`src/rtl/armleocpu_store_splitter.sv`:
```
// Store data path: turns one CPU store into one or two lane-aligned bus write
// beats with byte strobes, then reports a single completion with status.
module armleocpu_store_splitter #(
  parameter int DATA_WIDTH       = 32,
  parameter bit ALLOW_MISALIGNED = 1'b1
) (
  input  logic                    clk,
  input  logic                    rst_n,

  input  logic                    req_valid,
  output logic                    req_ready,
  input  logic [31:0]             req_addr,
  input  logic [1:0]              req_type,
  input  logic [DATA_WIDTH-1:0]   req_data,

  output logic                    bus_valid,
  input  logic                    bus_ready,
  output logic [31:0]             bus_addr,
  output logic [DATA_WIDTH-1:0]   bus_data,
  output logic [DATA_WIDTH/8-1:0] bus_strb,
  input  logic                    bus_bvalid,
  input  logic                    bus_berror,

  output logic                    done_valid,
  output logic                    done_error,
  output logic                    done_missaligned,
  output logic                    done_unknowntype
);

  localparam int BYTES = DATA_WIDTH / 8;
  localparam int OFS   = $clog2(BYTES);
  localparam int SW    = 2 * BYTES;
  localparam int DW2   = 2 * DATA_WIDTH;

  typedef enum logic [2:0] {
    S_IDLE,
    S_SEND0,
    S_SEND1,
    S_WAIT,
    S_DONE
  } state_t;

  state_t state, state_n;

  logic                  bus_valid_n;
  logic [31:0]           bus_addr_n;
  logic [DATA_WIDTH-1:0] bus_data_n;
  logic [BYTES-1:0]      bus_strb_n;
  logic                  done_valid_n, done_error_n, done_miss_n, done_unk_n;
  logic [1:0]            rsp_cnt, rsp_cnt_n;
  logic                  split_q, split_n;
  logic [31:0]           b1_addr, b1_addr_n;
  logic [DATA_WIDTH-1:0] b1_data, b1_data_n;
  logic [BYTES-1:0]      b1_strb, b1_strb_n;

  // Request decode, only meaningful in the accept cycle
  logic [OFS-1:0] off;
  logic [SW-1:0]  mask, strb_wide;
  logic [DW2-1:0] data_wide;
  logic [2:0]     align;
  logic [31:0]    base;
  logic           misaligned, split, unknown;

  assign off  = req_addr[OFS-1:0];
  assign base = {req_addr[31:OFS], {OFS{1'b0}}};

  always_comb begin
    mask  = '0;
    align = '0;
    case (req_type)
      2'd0: begin mask = SW'(8'h01); align = 3'd0; end
      2'd1: begin mask = SW'(8'h03); align = 3'd1; end
      2'd2: begin mask = SW'(8'h0F); align = 3'd3; end
      default: begin mask = SW'(8'hFF); align = 3'd7; end
    endcase
  end

  // The upper half of the double-width shift is exactly the second beat
  assign strb_wide  = mask << off;
  assign data_wide  = DW2'(req_data) << {off, 3'b000};
  assign misaligned = (3'(off) & align) != 3'd0;
  assign split      = |strb_wide[SW-1:BYTES];
  assign unknown    = (req_type == 2'd3) && (DATA_WIDTH < 64);

  assign req_ready = (state == S_IDLE);

  always_comb begin
    state_n      = state;
    bus_valid_n  = bus_valid;
    bus_addr_n   = bus_addr;
    bus_data_n   = bus_data;
    bus_strb_n   = bus_strb;
    done_valid_n = 1'b0;
    done_error_n = done_error;
    done_miss_n  = done_missaligned;
    done_unk_n   = done_unknowntype;
    rsp_cnt_n    = rsp_cnt;
    split_n      = split_q;
    b1_addr_n    = b1_addr;
    b1_data_n    = b1_data;
    b1_strb_n    = b1_strb;

    // Responses may arrive while beats are still being issued
    if (bus_bvalid && state != S_IDLE && state != S_DONE) begin
      rsp_cnt_n    = rsp_cnt + 2'd1;
      done_error_n = done_error | bus_berror;
    end

    case (state)
      S_IDLE: begin
        if (req_valid) begin
          done_error_n = 1'b0;
          done_miss_n  = 1'b0;
          done_unk_n   = 1'b0;
          rsp_cnt_n    = '0;
          if (unknown) begin
            done_unk_n   = 1'b1;
            done_valid_n = 1'b1;
            state_n      = S_DONE;
          end else if (misaligned && !ALLOW_MISALIGNED) begin
            done_miss_n  = 1'b1;
            done_valid_n = 1'b1;
            state_n      = S_DONE;
          end else begin
            bus_valid_n = 1'b1;
            bus_addr_n  = base;
            bus_data_n  = data_wide[DATA_WIDTH-1:0];
            bus_strb_n  = strb_wide[BYTES-1:0];
            split_n     = split;
            b1_addr_n   = base + 32'(BYTES);
            b1_data_n   = data_wide[DW2-1:DATA_WIDTH];
            b1_strb_n   = strb_wide[SW-1:BYTES];
            state_n     = S_SEND0;
          end
        end
      end
      S_SEND0: begin
        if (bus_ready) begin
          if (split_q) begin
            bus_addr_n = b1_addr;
            bus_data_n = b1_data;
            bus_strb_n = b1_strb;
            state_n    = S_SEND1;
          end else begin
            bus_valid_n = 1'b0;
            state_n     = S_WAIT;
          end
        end
      end
      S_SEND1: begin
        if (bus_ready) begin
          bus_valid_n = 1'b0;
          state_n     = S_WAIT;
        end
      end
      S_WAIT: begin
        if (rsp_cnt_n == (split_q ? 2'd2 : 2'd1)) begin
          done_valid_n = 1'b1;
          state_n      = S_DONE;
        end
      end
      S_DONE: begin
        state_n = S_IDLE;
      end
      default: begin
        state_n = S_IDLE;
      end
    endcase
  end

  always_ff @(posedge clk or negedge rst_n) begin
    if (!rst_n) begin
      state            <= S_IDLE;
      bus_valid        <= 1'b0;
      bus_addr         <= '0;
      bus_data         <= '0;
      bus_strb         <= '0;
      done_valid       <= 1'b0;
      done_error       <= 1'b0;
      done_missaligned <= 1'b0;
      done_unknowntype <= 1'b0;
      rsp_cnt          <= '0;
      split_q          <= 1'b0;
      b1_addr          <= '0;
      b1_data          <= '0;
      b1_strb          <= '0;
    end else begin
      state            <= state_n;
      bus_valid        <= bus_valid_n;
      bus_addr         <= bus_addr_n;
      bus_data         <= bus_data_n;
      bus_strb         <= bus_strb_n;
      done_valid       <= done_valid_n;
      done_error       <= done_error_n;
      done_missaligned <= done_miss_n;
      done_unknowntype <= done_unk_n;
      rsp_cnt          <= rsp_cnt_n;
      split_q          <= split_n;
      b1_addr          <= b1_addr_n;
      b1_data          <= b1_data_n;
      b1_strb          <= b1_strb_n;
    end
  end

endmodule

```
`config.mk`:
```
export PLATFORM = sky130hd
export DESIGN_NAME = armleocpu_store_splitter
export DESIGN_NICKNAME = d
export VERILOG_FILES = /design/src/rtl/armleocpu_store_splitter.sv
export SDC_FILE = /design/constraint.sdc
export NUM_CORES = 1
export LEC_CHECK = 0
export ABC_CLOCK_PERIOD_IN_PS = 3200
export BUFFER_PORTS_ARGS = -buffer_cell sky130_fd_sc_hd__buf_2
export CORE_UTILIZATION = 60
export DETAILED_ROUTE_END_ITERATION = 12
export HOLD_SLACK_MARGIN = 0.08
export PLACE_DENSITY_LB_ADDON = 0.2
export REMOVE_ABC_BUFFERS = 1
export SYNTH_ARGS = -nofsm -noshare
export SYNTH_HDL_FRONTEND = slang
export SYNTH_SLANG_ARGS = --single-unit
```
`constraint.sdc`:
```
create_clock -name clk -period 3.2 [get_ports clk]
set_input_delay 0.32 -clock clk [delete_from_list [all_inputs] [get_ports clk]]
set_output_delay 0.32 -clock clk [all_outputs]
set_load 0.03 [all_outputs]
```
==> results.ini <==
[synth]
yosysUniqueCellTypes=54
yosys_warnings=0
synth.area.top_cells=dfrtp_1, mux2_2, nand2_1, o21ai_0, mux2i_1
synth_edf_count=0
ys.flop_type=dfrtp_1
syn_inst=728
syn-cell-area_sq_um=7050
avgSynthCellArea_sq_um=9.68
synth_top_cell_area_share=0.476
synth-async-reset-ratio=1.00
ys_ff_latch=134
yosys.area.top_type=dfrtp_1
seq_area_frac_synth=0.476

[clocking]
numCtsBuffers=17
htreeDepth=4
cts_max_path_buffers=2
path_clk_slew_ns=0.05
cts_tree=yes
clkLatencyLatePin_ns=0.42
root_buffer=clkbuf_16
post_cts_buffers=0
cts.sinks=134
hold_buffers=0
cts_resized=0

[worst_setup_path]
worstPathCellList=nor4b_2 -> nand2_2 -> a21oi_4 -> buf_4 -> mux2_2
start_kind=register
cp-end-kind=register
crit_cells=5
cp_data_required_time_ns=3.50
crit_buf_inv=1
worstSetupPathType=register to register
max_stage_delay_ns=0.56
worstPathArrival_ns=2.69
critical-path-top-delay-family=simple AND/OR/NAND/NOR gates
reg2reg_to=bus_addr[4]$_DFFE_PN0P_
r2r_start=state[1]$_DFFE_PN0P_
r2r_setup_slack_ns=0.81
crit_slowest_cell=buf_4
cp_max_fo=51
rr_worst_depth=5

[timing]
rsz0062_at_grt=no
timing.final.crit_period_ns=2.39
worst_pin_slew_ns=1.10
finalSetupViolCount=0
slew_viol_final=0
holdWs_ns=0.0766
fin_skew_ns=0.00609
final_hold_viol_count=0
fmax_mhz=418
max_slew_margin=0.265
period_share=0.748

[detailed_routing]
postRouteAntennaNets=0
first_pass_iters=5
wl_per_cell_um=16.8
drc=0
wl_mm=16.8
drt_iter0_drc=471
viasPerCell=5.89
vias=5910

[grt]
antenna_found_initial=0
grt_max_degree=121
gr-total-overflow=0
grt_pass1_vias=5765
grt_use_total=0.285
grt_pass1_wl_mm=27.8

[die]
io_pins=146
start_util=0.617
rows=39
core_area_sq_um=11400
fp.dieArea_sq_um=12200
die_h_um=110
die_w_um=110

[cells_and_area]
fin_cells=1003
drive_gt1_frac=0.313
final.fill_count=840
syn_to_final_growth_pct=18.1
final_nets=920
fin_util=0.729
n_antenna_cell=0
final_area_sq_um=8320

[placement]
place_hpwl_mm=11.0
place_area_sq_um=7770
place.gp.congestion=0.877
place_inst=971
port_buffers=142

[pwr]
power_leakage_uw=0.00393
total_power_uw=8470
peakVddDrop_mv=0.853
power_density_nw_per_um2=1020

[worst_hold_path]
hold_path.class=input pin to asynchronous set/reset pin

[outcome]
status=complete, no violations

[run]
maxCapViolCount=0

-- cells in the mapped netlist, types with 4 or more instances --
| library cell | number |
|---|---|
| a21oi_1 | 7 |
| mux2_2 | 80 |
| nand4_1 | 7 |
| or3_1 | 4 |
| mux2i_1 | 18 |
| nand2_1 | 180 |
| and4_1 | 5 |
| buf_2 | 9 |
| buf_1 | 4 |
| nor2_1 | 35 |
| xnor2_1 | 9 |
| o31ai_1 | 17 |
| nor3_1 | 6 |
| xor2_1 | 8 |
| clkbuf_1 | 31 |
| inv_1 | 5 |
| a31oi_1 | 15 |
| o2bb2ai_1 | 8 |
| or4_1 | 9 |
| buf_4 | 6 |
| dfrtp_1 | 134 |
| o21ai_0 | 50 |
| a22o_1 | 8 |
| a2bb2oi_1 | 8 |
| nand3_1 | 14 |
| a211oi_1 | 11 |
-- state kept, by name (all words and copies together) (netlist names) --
signal	cells
b1_addr	30
b1_data	24
b1_strb	4
bus_addr	30
bus_data	32
bus_strb	4
bus_valid	1
done_error	1
done_unknowntype	1
done_valid	1
rsp_cnt	2
split_q	1
state	3
-- report_power, final --
part	total (uW)	internal, uW	switching, uW
sequential	2950	2490	460
clock	1830	1150	680
combinational	3700	1400	2300
total	8470	5030	3440
-- metal layers --
layer / wire [um] / GRT usage / share of wire
met1: 7390 / 0.373 / 0.44
met2: 8260 / 0.457 / 0.49
met3: 822 / 0.0686 / 0.049
met4: 335 / 0.115 / 0.020
met5: 0 / 0 / 0
-- through the flow --
step / TNS, ns / setup slack [ns]
finish: 0 / 0.807
floorplan: -223.68 / -3.39
global route: 0 / 0.699
CTS: 0 / 0.816
global placement: 0 / 0.868
detailed placement: 0 / 0.832
-- cells in the final DEF, fill, tap and decap left out, types with 4 or more instances in the layout --
cell type  count
nand2_1      179
buf_2        141
dfrtp_1      134
mux2_2        80
o21ai_0       50
nor2_1        35
mux2i_1       18
o31ai_1       17
clkbuf_16     17
a31oi_1       15
nand3_1       14
a211oi_1      11
buf_4         11
xnor2_1        9
or4_1          9
a2bb2oi_1      8
xor2_1         8
a22o_1         8
o2bb2ai_1      8
clkbuf_1       8
nand4_1        7
nor3_1         6
a21oi_1        6
and4_1         5
inv_1          5
or3_1          4
clkbuf_8       4
-- layout make-up --
cell class / instances / area (sq um) / share of cell area
multi-input cells: 535 / 3420 / 0.411
clock inverters: 3 / 40.0 / 0.00481
clock buffers: 29 / 510 / 0.0613
repair buffers: 153 / 800 / 0.0960
flip-flops and latches: 134 / 3350 / 0.403
well taps: 143 / 179 / 0.0215
inverters: 6 / 22.5 / 0.00271
-- kinds of logic (layout without fill, tap and decap cells) --
kind of cell	count (synthesis)	after routing	share of synthesized area
XOR/XNOR	17	17	0.0211
multiplexers	98	98	0.153
AO/OA/AOI/OAI	134	134	0.125
AND/OR/NAND/NOR	282	282	0.180
other	1	3	0.000532
flip-flops	134	134	0.476
adder cells (fa/ha/maj)	1	1	0.00177
buffers and inverters	61	191	0.0433
-- how the worst max path moves through the flow --
stage	start	end
after global placement	state[2]$_DFFE_PN0P_	bus_addr[13]$_DFFE_PN0P_
final	state[1]$_DFFE_PN0P_	bus_addr[4]$_DFFE_PN0P_
after detailed placement	state[2]$_DFFE_PN0P_	bus_addr[18]$_DFFE_PN0P_
after CTS	state[2]$_DFFE_PN0P_	bus_addr[18]$_DFFE_PN0P_
after global routing	state[2]$_DFFE_PN0P_	bus_addr[18]$_DFFE_PN0P_
after floorplan	state[2]$_DFFE_PN0P_	bus_addr[10]$_DFFE_PN0P_
No activity file was read; power rests on OpenSTA's default activity.
